===== src/rtl/hop_scan_ctrl_pkg.sv =====
// Shared types and constants for the hop/tuning scan-chain loader.
// Optional build macro: HOP_SCAN_ONESHOT_EN (one frame per reset).
package hop_scan_pkg;

  typedef enum logic [1:0] {
    ST_IDLE  = 2'd0,
    ST_SHIFT = 2'd1,
    ST_LOAD  = 2'd2,
    ST_DONE  = 2'd3
  } hop_state_e;

  // Position of a bit's four cycles; phi and phi_bar are separated by a dead cycle.
  localparam logic [1:0] PH_SETUP = 2'd0;
  localparam logic [1:0] PH_PHI   = 2'd1;
  localparam logic [1:0] PH_GAP   = 2'd2;
  localparam logic [1:0] PH_PHIB  = 2'd3;

  localparam int DATA_W_DEF      = 64;
  localparam int LOAD_CYCLES_DEF = 4;

endpackage


===== src/rtl/hop_scan_ctrl_if.sv =====
// Host-data / chip-scan-pin bundle for hop_scan_ctrl.
// master = the controller, slave = host register block plus chip pins.
interface hop_scan_ctrl_if #(
  parameter int DATA_W = 64,
  parameter int CNT_W  = 6
);
  logic [DATA_W-1:0] data_in;
  logic              scan_id;
  logic              scan_phi;
  logic              scan_phi_bar;
  logic              scan_data_in;
  logic              scan_load_chip;
  logic [CNT_W-1:0]  nbits_cnt;
  logic [1:0]        scan_chk;

  modport master (
    input  data_in,
    output scan_id, scan_phi, scan_phi_bar, scan_data_in,
           scan_load_chip, nbits_cnt, scan_chk
  );

  modport slave (
    output data_in,
    input  scan_id, scan_phi, scan_phi_bar, scan_data_in,
           scan_load_chip, nbits_cnt, scan_chk
  );
endinterface


===== src/rtl/hop_scan_ctrl_phase_gen.sv =====
// Per-bit phase counter and registered two-phase scan clock decode.
// bit_done_o marks the last (phi_bar) cycle of each bit.
module hop_scan_phase_gen
  import hop_scan_pkg::*;
(
  input  logic       clk,
  input  logic       reset,
  input  logic       shift_now_i,
  input  logic       shift_next_i,
  output logic [1:0] phase_o,
  output logic       phi_o,
  output logic       phi_bar_o,
  output logic       bit_done_o
);

  logic [1:0] phase_q, phase_d;
  logic       phi_q, phi_d;
  logic       phib_q, phib_d;

  // Clocks are decoded from the upcoming phase so they line up with phase_q.
  always_comb begin
    phase_d = shift_now_i ? (phase_q + 2'd1) : PH_SETUP;
    phi_d   = shift_next_i && (phase_d == PH_PHI);
    phib_d  = shift_next_i && (phase_d == PH_PHIB);
  end

  always_ff @(posedge clk or negedge reset) begin
    if (!reset) begin
      phase_q <= PH_SETUP;
      phi_q   <= 1'b0;
      phib_q  <= 1'b0;
    end else begin
      phase_q <= phase_d;
      phi_q   <= phi_d;
      phib_q  <= phib_d;
    end
  end

  assign phase_o    = phase_q;
  assign phi_o      = phi_q;
  assign phi_bar_o  = phib_q;
  assign bit_done_o = shift_now_i && (phase_q == PH_PHIB);

endmodule


===== src/rtl/hop_scan_ctrl.sv =====
// Scan-chain loader: capture a config word, shift it MSB-first with two-phase
// scan clocks, then strobe scan_load_chip. Optional macro: HOP_SCAN_ONESHOT_EN.
module hop_scan_ctrl
  import hop_scan_pkg::*;
#(
  parameter int   DATA_W      = DATA_W_DEF,
  parameter int   CNT_W       = 6,
  parameter int   LOAD_CYCLES = LOAD_CYCLES_DEF,
  parameter logic SCAN_ID_VAL = 1'b0
) (
  input  logic           clk,
  input  logic           reset,
  hop_scan_ctrl_if.master bus
);

  localparam int LC_W = (LOAD_CYCLES > 1) ? $clog2(LOAD_CYCLES) : 1;

  hop_state_e        state_q, state_d;
  logic [DATA_W-1:0] sr_q, sr_d;
  logic [CNT_W-1:0]  nbits_q, nbits_d;
  logic [LC_W-1:0]   lcnt_q, lcnt_d;
  logic              sdata_q, sdata_d;
  logic              load_q, load_d;
  logic              id_q, id_d;
  logic [1:0]        phase;
  logic              phi, phib, bit_done;

  hop_scan_phase_gen u_phase (
    .clk          (clk),
    .reset        (reset),
    .shift_now_i  (state_q == ST_SHIFT),
    .shift_next_i (state_d == ST_SHIFT),
    .phase_o      (phase),
    .phi_o        (phi),
    .phi_bar_o    (phib),
    .bit_done_o   (bit_done)
  );

  always_comb begin
    state_d = state_q;
    sr_d    = sr_q;
    nbits_d = nbits_q;
    lcnt_d  = lcnt_q;
    case (state_q)
      ST_IDLE: begin
        sr_d    = bus.data_in;
        nbits_d = '0;
        state_d = ST_SHIFT;
      end
      ST_SHIFT: begin
        if (bit_done) begin
          sr_d    = {sr_q[DATA_W-2:0], 1'b0};
          // Last bit wraps the counter back to 0 naturally.
          nbits_d = nbits_q + 1'b1;
          if (nbits_q == CNT_W'(DATA_W - 1)) begin
            state_d = ST_LOAD;
            lcnt_d  = '0;
          end
        end
      end
      ST_LOAD: begin
        lcnt_d = lcnt_q + 1'b1;
        if (lcnt_q == LC_W'(LOAD_CYCLES - 1)) begin
`ifdef HOP_SCAN_ONESHOT_EN
          state_d = ST_DONE;
`else
          state_d = ST_IDLE;
`endif
        end
      end
      ST_DONE: state_d = ST_DONE;
      default: state_d = ST_IDLE;
    endcase

    // Outputs are registered against the state being entered.
    sdata_d = (state_d == ST_SHIFT) && sr_d[DATA_W-1];
    load_d  = (state_d == ST_LOAD);
    id_d    = ((state_d == ST_SHIFT) || (state_d == ST_LOAD)) ? SCAN_ID_VAL : 1'b0;
  end

  always_ff @(posedge clk or negedge reset) begin
    if (!reset) begin
      state_q <= ST_IDLE;
      sr_q    <= '0;
      nbits_q <= '0;
      lcnt_q  <= '0;
      sdata_q <= 1'b0;
      load_q  <= 1'b0;
      id_q    <= 1'b0;
    end else begin
      state_q <= state_d;
      sr_q    <= sr_d;
      nbits_q <= nbits_d;
      lcnt_q  <= lcnt_d;
      sdata_q <= sdata_d;
      load_q  <= load_d;
      id_q    <= id_d;
    end
  end

  assign bus.scan_id        = id_q;
  assign bus.scan_phi       = phi;
  assign bus.scan_phi_bar   = phib;
  assign bus.scan_data_in   = sdata_q;
  assign bus.scan_load_chip = load_q;
  assign bus.nbits_cnt      = nbits_q;
  assign bus.scan_chk       = phase;

endmodule


===== src/flat_wrapper.sv =====
// flat-port wrapper written by rule: the top's interface ports become plain ports
module hop_scan_ctrl_flat import hop_scan_pkg::*;
#(
  parameter int   DATA_W      = DATA_W_DEF,
  parameter int   CNT_W       = 6,
  parameter int   LOAD_CYCLES = LOAD_CYCLES_DEF,
  parameter logic SCAN_ID_VAL = 1'b0
)
  (clk, reset, bus_data_in, bus_scan_id, bus_scan_phi, bus_scan_phi_bar, bus_scan_data_in, bus_scan_load_chip, bus_nbits_cnt, bus_scan_chk);
  hop_scan_ctrl_if #(.DATA_W(DATA_W), .CNT_W(CNT_W)) bus_i ();
  input  logic clk;
  input  logic reset;
  input wire logic [$bits(bus_i.data_in)-1:0] bus_data_in;
  output wire logic [$bits(bus_i.scan_id)-1:0] bus_scan_id;
  output wire logic [$bits(bus_i.scan_phi)-1:0] bus_scan_phi;
  output wire logic [$bits(bus_i.scan_phi_bar)-1:0] bus_scan_phi_bar;
  output wire logic [$bits(bus_i.scan_data_in)-1:0] bus_scan_data_in;
  output wire logic [$bits(bus_i.scan_load_chip)-1:0] bus_scan_load_chip;
  output wire logic [$bits(bus_i.nbits_cnt)-1:0] bus_nbits_cnt;
  output wire logic [$bits(bus_i.scan_chk)-1:0] bus_scan_chk;
  assign bus_i.data_in = bus_data_in;
  assign bus_scan_id = bus_i.scan_id;
  assign bus_scan_phi = bus_i.scan_phi;
  assign bus_scan_phi_bar = bus_i.scan_phi_bar;
  assign bus_scan_data_in = bus_i.scan_data_in;
  assign bus_scan_load_chip = bus_i.scan_load_chip;
  assign bus_nbits_cnt = bus_i.nbits_cnt;
  assign bus_scan_chk = bus_i.scan_chk;
  hop_scan_ctrl #(.DATA_W(DATA_W), .CNT_W(CNT_W), .LOAD_CYCLES(LOAD_CYCLES), .SCAN_ID_VAL(SCAN_ID_VAL)) u_core (.clk(clk), .reset(reset), .bus(bus_i));
endmodule

===== config.mk =====
export PLATFORM = sky130hd
export DESIGN_NAME = hop_scan_ctrl_flat
export DESIGN_NICKNAME = d
export VERILOG_FILES = /design/src/rtl/hop_scan_ctrl_pkg.sv /design/src/rtl/hop_scan_ctrl_if.sv /design/src/rtl/hop_scan_ctrl_phase_gen.sv /design/src/rtl/hop_scan_ctrl.sv /design/src/flat_wrapper.sv
export SDC_FILE = /design/constraint.sdc
export NUM_CORES = 1
export LEC_CHECK = 0
export BUFFER_PORTS_ARGS = -buffer_cell sky130_fd_sc_hd__buf_2
export CORE_MARGIN = 3
export CORE_UTILIZATION = 55
export DETAILED_ROUTE_END_ITERATION = 6
export GPL_TIMING_DRIVEN = 1
export PLACE_DENSITY = 0.8
export RECOVER_POWER = 25
export SLEW_MARGIN = 20
export SYNTH_ARGS = -nofsm -noshare
export SYNTH_HDL_FRONTEND = slang
export SYNTH_SLANG_ARGS = --single-unit

===== constraint.sdc =====
create_clock -name clk -period 2.71 [get_ports clk]
set_clock_uncertainty 0.2 [all_clocks]
set_input_delay 0.542 -clock clk [delete_from_list [all_inputs] [get_ports clk]]
set_output_delay 0.542 -clock clk [all_outputs]
set_load 0.02 [all_outputs]

# Word-level counts from Yosys, hierarchy flattened
# Cells that the tools add are included.
# classes
reduce_logical	9
n_div	0
bitwise	0
eq_ne	12
multipliers	0
n_addsub	3
order_cmp	0
n_shift	0
muxes	12
# ops
op	count
64-bit case mux with 2 select lines	1
64-bit 2-to-1 mux	1
2-bit == test (second input constant)	6
2-bit 2-to-1 mux	6
6-bit case mux with 2 select lines	1
2-bit case mux with 4 select lines	1
6-bit by 1-bit adder with 6-bit output (second input constant)	1
2-bit by 1-bit == test with 1-bit output (second input constant)	3
6-bit == test (second input constant)	1
6-bit 2-to-1 mux	1
2-bit by 1-bit adder with 2-bit output (second input constant)	2
1-bit logical AND	4
2-bit by 1-bit inequality test with 1-bit output (second input constant)	2
2-bit case mux with 2 select lines	1
2-bit nonzero test	2
3-bit AND reduction	1
2-bit zero test	1
2-bit AND reduction	1
# word_totals
ram_bits	0
wordCells	46
mem_bits_ro	0
latchBits	0
out_inout_bits	13
reg_bits	80
memories	0
input_bits	66

# Logic depth before layout (Yosys ltp)
# depth
depth_word	6
ltp_mapped	7

# Hierarchy
# A second synthesis with hierarchy kept.
# hier_totals
cells_unflattened	351
area_unflattened_um2	3776.1
# modules_own_cells
mod	area_per_inst_um2	n_inst	seq_area_each_um2	cells_each
hop_scan_ctrl	3619.7	1	1901.8	341
hop_scan_phase_gen	156.4	1	100.1	10

# Least setup slack after synthesis
# Ideal clock, no wire load.
# synth_path
kind	register to register
startpoint	reg u_core.state_q[0]
endpoint	reg u_core.sr_q[51]
setup_ps	126
t_arrival_ps	1666
path_buffers	2
setup_slack_ps	718
path_stages_with_launch	8
cell_sequence	dfrtp_1 inv_1 ha_1 buf_2 buf_2 mux2i_1 nor2_1 a221o_1
# synth_between
elab_chain_len	4
# synth_rtl
element	line	rtl
start: declaration	hop_scan_ctrl.sv:18	hop_state_e state_q, state_d;
start signal: assignment	hop_scan_ctrl.sv:91	state_q <= state_d;
2-bit by 1-bit == test with 1-bit output	hop_scan_ctrl.sv:31, hop_scan_ctrl.sv:44	
1-bit logical AND	hop_scan_ctrl_phase_gen.sv:42	assign bit_done_o = shift_now_i && (phase_q == PH_PHIB);
2-bit by 1-bit inequality test with 1-bit output (no source line)	n/a	
2-bit AND reduction (no source line)	n/a	
end signal: assignment	hop_scan_ctrl.sv:92	sr_q <= sr_d;
end: declaration	hop_scan_ctrl.sv:19	logic [DATA_W-1:0] sr_q, sr_d;
# Several ways; a longest one is shown, not always the timed one.
# A chain may end at the register's enable or synchronous reset.

# Final worst setup path
# layout_path
startpoint	reg u_core.state_q[1]
endpoint	reg u_core.sr_q[56]
# Same word-level chain as after synthesis.

==> metrics <==
total internal power 1.84 mW; CTS Buffer Depth 2; I/O Buffers 77; setup TNS 0 ns; EDFF count, synth 0; # H-tree levels 3; cell taking the most area after synthesis dfrtp_1; clk slew on worst S/H paths 0.08 ns; max-slew violation count 0; Avg Synthesized Cell Area 10.2 um2; unrepaired setup endpoints after global routing no; antenna violations before repair 3; Max Cap Viol 0; # clock sinks 80; Startpoint Class register; Unique masters post-synth 37; Num CTS Buffers 9; combinational family with the most area after synthesis compound AO/OA/AOI/OAI gates; Final Power 2.41 mW; Core ar. 6910 um2; post-synthesis sequential area ratio 0.500; Initial Utilization 0.580; share of the synthesized area in the top cell type 0.500; vias in the first global route 3370; Initial DRC Count 210; Area contributors post-synth dfrtp_1 (50%), a22oi_1 (7.9%), o21ai_0 (5.8%), mux2i_1 (5.5%), a221o_1 (5.3%); Post-Syn Area 4000 um2; FP Rows 30; Final ANT Viol Nets 0; die area 8340 um2; die width 91.3 um; largest net degree at the start of global routing 81; Routed WL per cell 16.7 um; part of the power in combinational logic 0.064; P per Cell Area 512 nW/um2; async set-reset flop share out of synthesis 1.00; vias post-DR 3328; HPWL after detailed placement 6.01 mm; Switching Fraction 0.236; Area Overhead vs Synth 17.8%; max-slew headroom at the worst pin 0.429; Post-Syn Instances 392; Worst-Margin Slew 0.857 ns; NetSw 0.570 mW; Synth Area in Compound Gates 0.265; Fmax achieved 427 MHz; Synth Area in Simple Gates 0.0922; DR pass1 iterations 4; clk_lat worst skew 0.36 ns; Adder-Cell Fraction of Synth Area 0.0250; Placer Congestion 0.780; part of the cycle the worst path needs 0.864; worst hold-check path type in2reg; GRT overflow 0; Die Y 91.3 um; crit path time final 2.34 ns; CTS tree built; gr usage total 0.234; cell area after layout 4710 um2; post-synthesis mux area share 0.0669; area of the multi-input gates 1850 um2; Worst EP arrival 2.41 ns; critical path endpoint category register; area after detailed placement 4490 um2; clock share of power 0.415; ys flop type dfrtp_1; average via count per standard cell 5.99; Residual DRC 0; status complete, no violations; total leakage power 2.23 nW; Ports 79; Max IR drop VDD 294 uV; Nets 528; routed wire length 9.30 mm; Warnings, synthesis 0; Storage cell area 2000 um2; #FFs+latches synth 80; commonest non-fill, non-tap cell in the layout dfrtp_1; Setup-failing EPs final 0; CTS Root Cell clkbuf_8; final hold violations 0; Seq pwr share 0.521; fillers 571; most frequent cells in the layout dfrtp_1 (80), buf_2 (76), nand2_1 (48); syn_nets 466; Worst Path Required 2.78 ns; Synth Area in XOR/XNOR 0.00219; global-route wire length before repair 15.8 mm; critical path class reg2reg; layout cells sized above 1 0.237; Resized Gates After CTS 0; critical-path maximum fanout 30
-- worst max-delay path, cell delays in order (launching register included) --
cell	delay, ns
dfrtp_1	0.44
inv_1	0.17
ha_4	0.38
mux2i_4	0.62
buf_12	0.26
nand2_1	0.08
o21ai_0	0.09
-- state kept, by name, indices dropped and copies added (netlist names) --
| register | count |
|---|---|
| u_core.sr_q | 64 |
| u_core.bus.nbits_cnt | 6 |
| u_core.u_phase.phi_o | 1 |
| u_core.u_phase.phase_o | 2 |
| u_core.bus.scan_load_chip | 1 |
| u_core.bus.scan_data_in | 1 |
| u_core.lcnt_q | 2 |
| u_core.state_q | 2 |
| u_core.u_phase.phi_bar_o | 1 |
-- layout make-up --
class | instances | area share
Multi-Input combinational cell | 270 | 0.393
Sequential cell | 80 | 0.425
Timing Repair Buffer | 87 | 0.104
Inverter | 6 | 0.00478
Clock inverter | 7 | 0.0218
Clock buffer | 9 | 0.0263
Tap cell | 96 | 0.0255
Antenna cell | 1 | 0.000531
-- per-stage QoR --
| step | hold WS [ns] | instances | worst slack, ns | utilization |
|---|---|---|---|---|
| finish | 0.240 | 556 | 0.368 | 0.682 |
| global route | 0.264 | 556 | 0.216 | 0.682 |
| CTS | 0.240 | 555 | 0.367 | 0.684 |
| detailed placement | 0.271 | 538 | 0.410 | 0.650 |
| global placement | 0.263 | 538 | 0.507 | 0.650 |
| floorplan | 0.0464 | 392 | 0.718 | - |
-- path summary, 6_finish.rpt --
path                                             start                          end  slack, ns  cells past startpoint
max                        u_core.state_q[1]$_DFF_PN0_  u_core.sr_q[56]$_DFFE_PN0P_       0.37                      6
min                                     bus_data_in[0]   u_core.sr_q[0]$_DFFE_PN0P_       0.24                      3
max reg2reg                u_core.state_q[1]$_DFF_PN0_  u_core.sr_q[56]$_DFFE_PN0P_       0.37                      6
min reg2reg                u_core.sr_q[32]$_DFFE_PN0P_  u_core.sr_q[32]$_DFFE_PN0P_       0.29                      2
max in group asynchronous                        reset  u_core.sr_q[46]$_DFFE_PN0P_       0.45                      3
min in group asynchronous                        reset   u_core.sr_q[5]$_DFFE_PN0P_       0.64                      2
-- what timing repair did --
action	CTS	global route
hold buffers	1	0
buffers inserted	0	0
endpoints found under the hold margin	33	0
-- synth_stat cells, types with 5 or more instances --
library cell  count
a221o_1          21
a22o_1           24
inv_1             6
mux2i_1          22
a22oi_1          42
dfrtp_1          80
ha_1              8
buf_2            14
buf_1             5
o21ai_0          46
nand2_1          48
clkbuf_1         13
nor2_1           22
a21oi_1           5
-- power groups by stage --
stage / sequential, mW / combinational (mW) / clock [mW]
floorplan: 1.28 / 0.0664 / 0
global route: 1.26 / 0.176 / 1.07
detailed placement: 1.28 / 0.157 / 0
global placement: 1.28 / 0.153 / 0
CTS: 1.26 / 0.160 / 1.02
finish: 1.26 / 0.154 / 1.00
-- per-layer routing --
metal  global-route usage  routed length [um]  vias up
met5                    0                  21        -
met4               0.0817                 105        4
met3               0.0671                 491       19
met2                0.370                4550       82
met1                0.308                4140     1639
li1                     -                   -     1584
-- logic make-up after synthesis --
group | Yosys count
muxes | 26
and+or+nand+nor | 87
xor gates and xnor gates | 1
other | 1
DFF | 80
buffers and inverters | 42
adders and majority gates | 8
AOI/OAI and AO/OA | 147
Power figures use the tool's default switching activity.
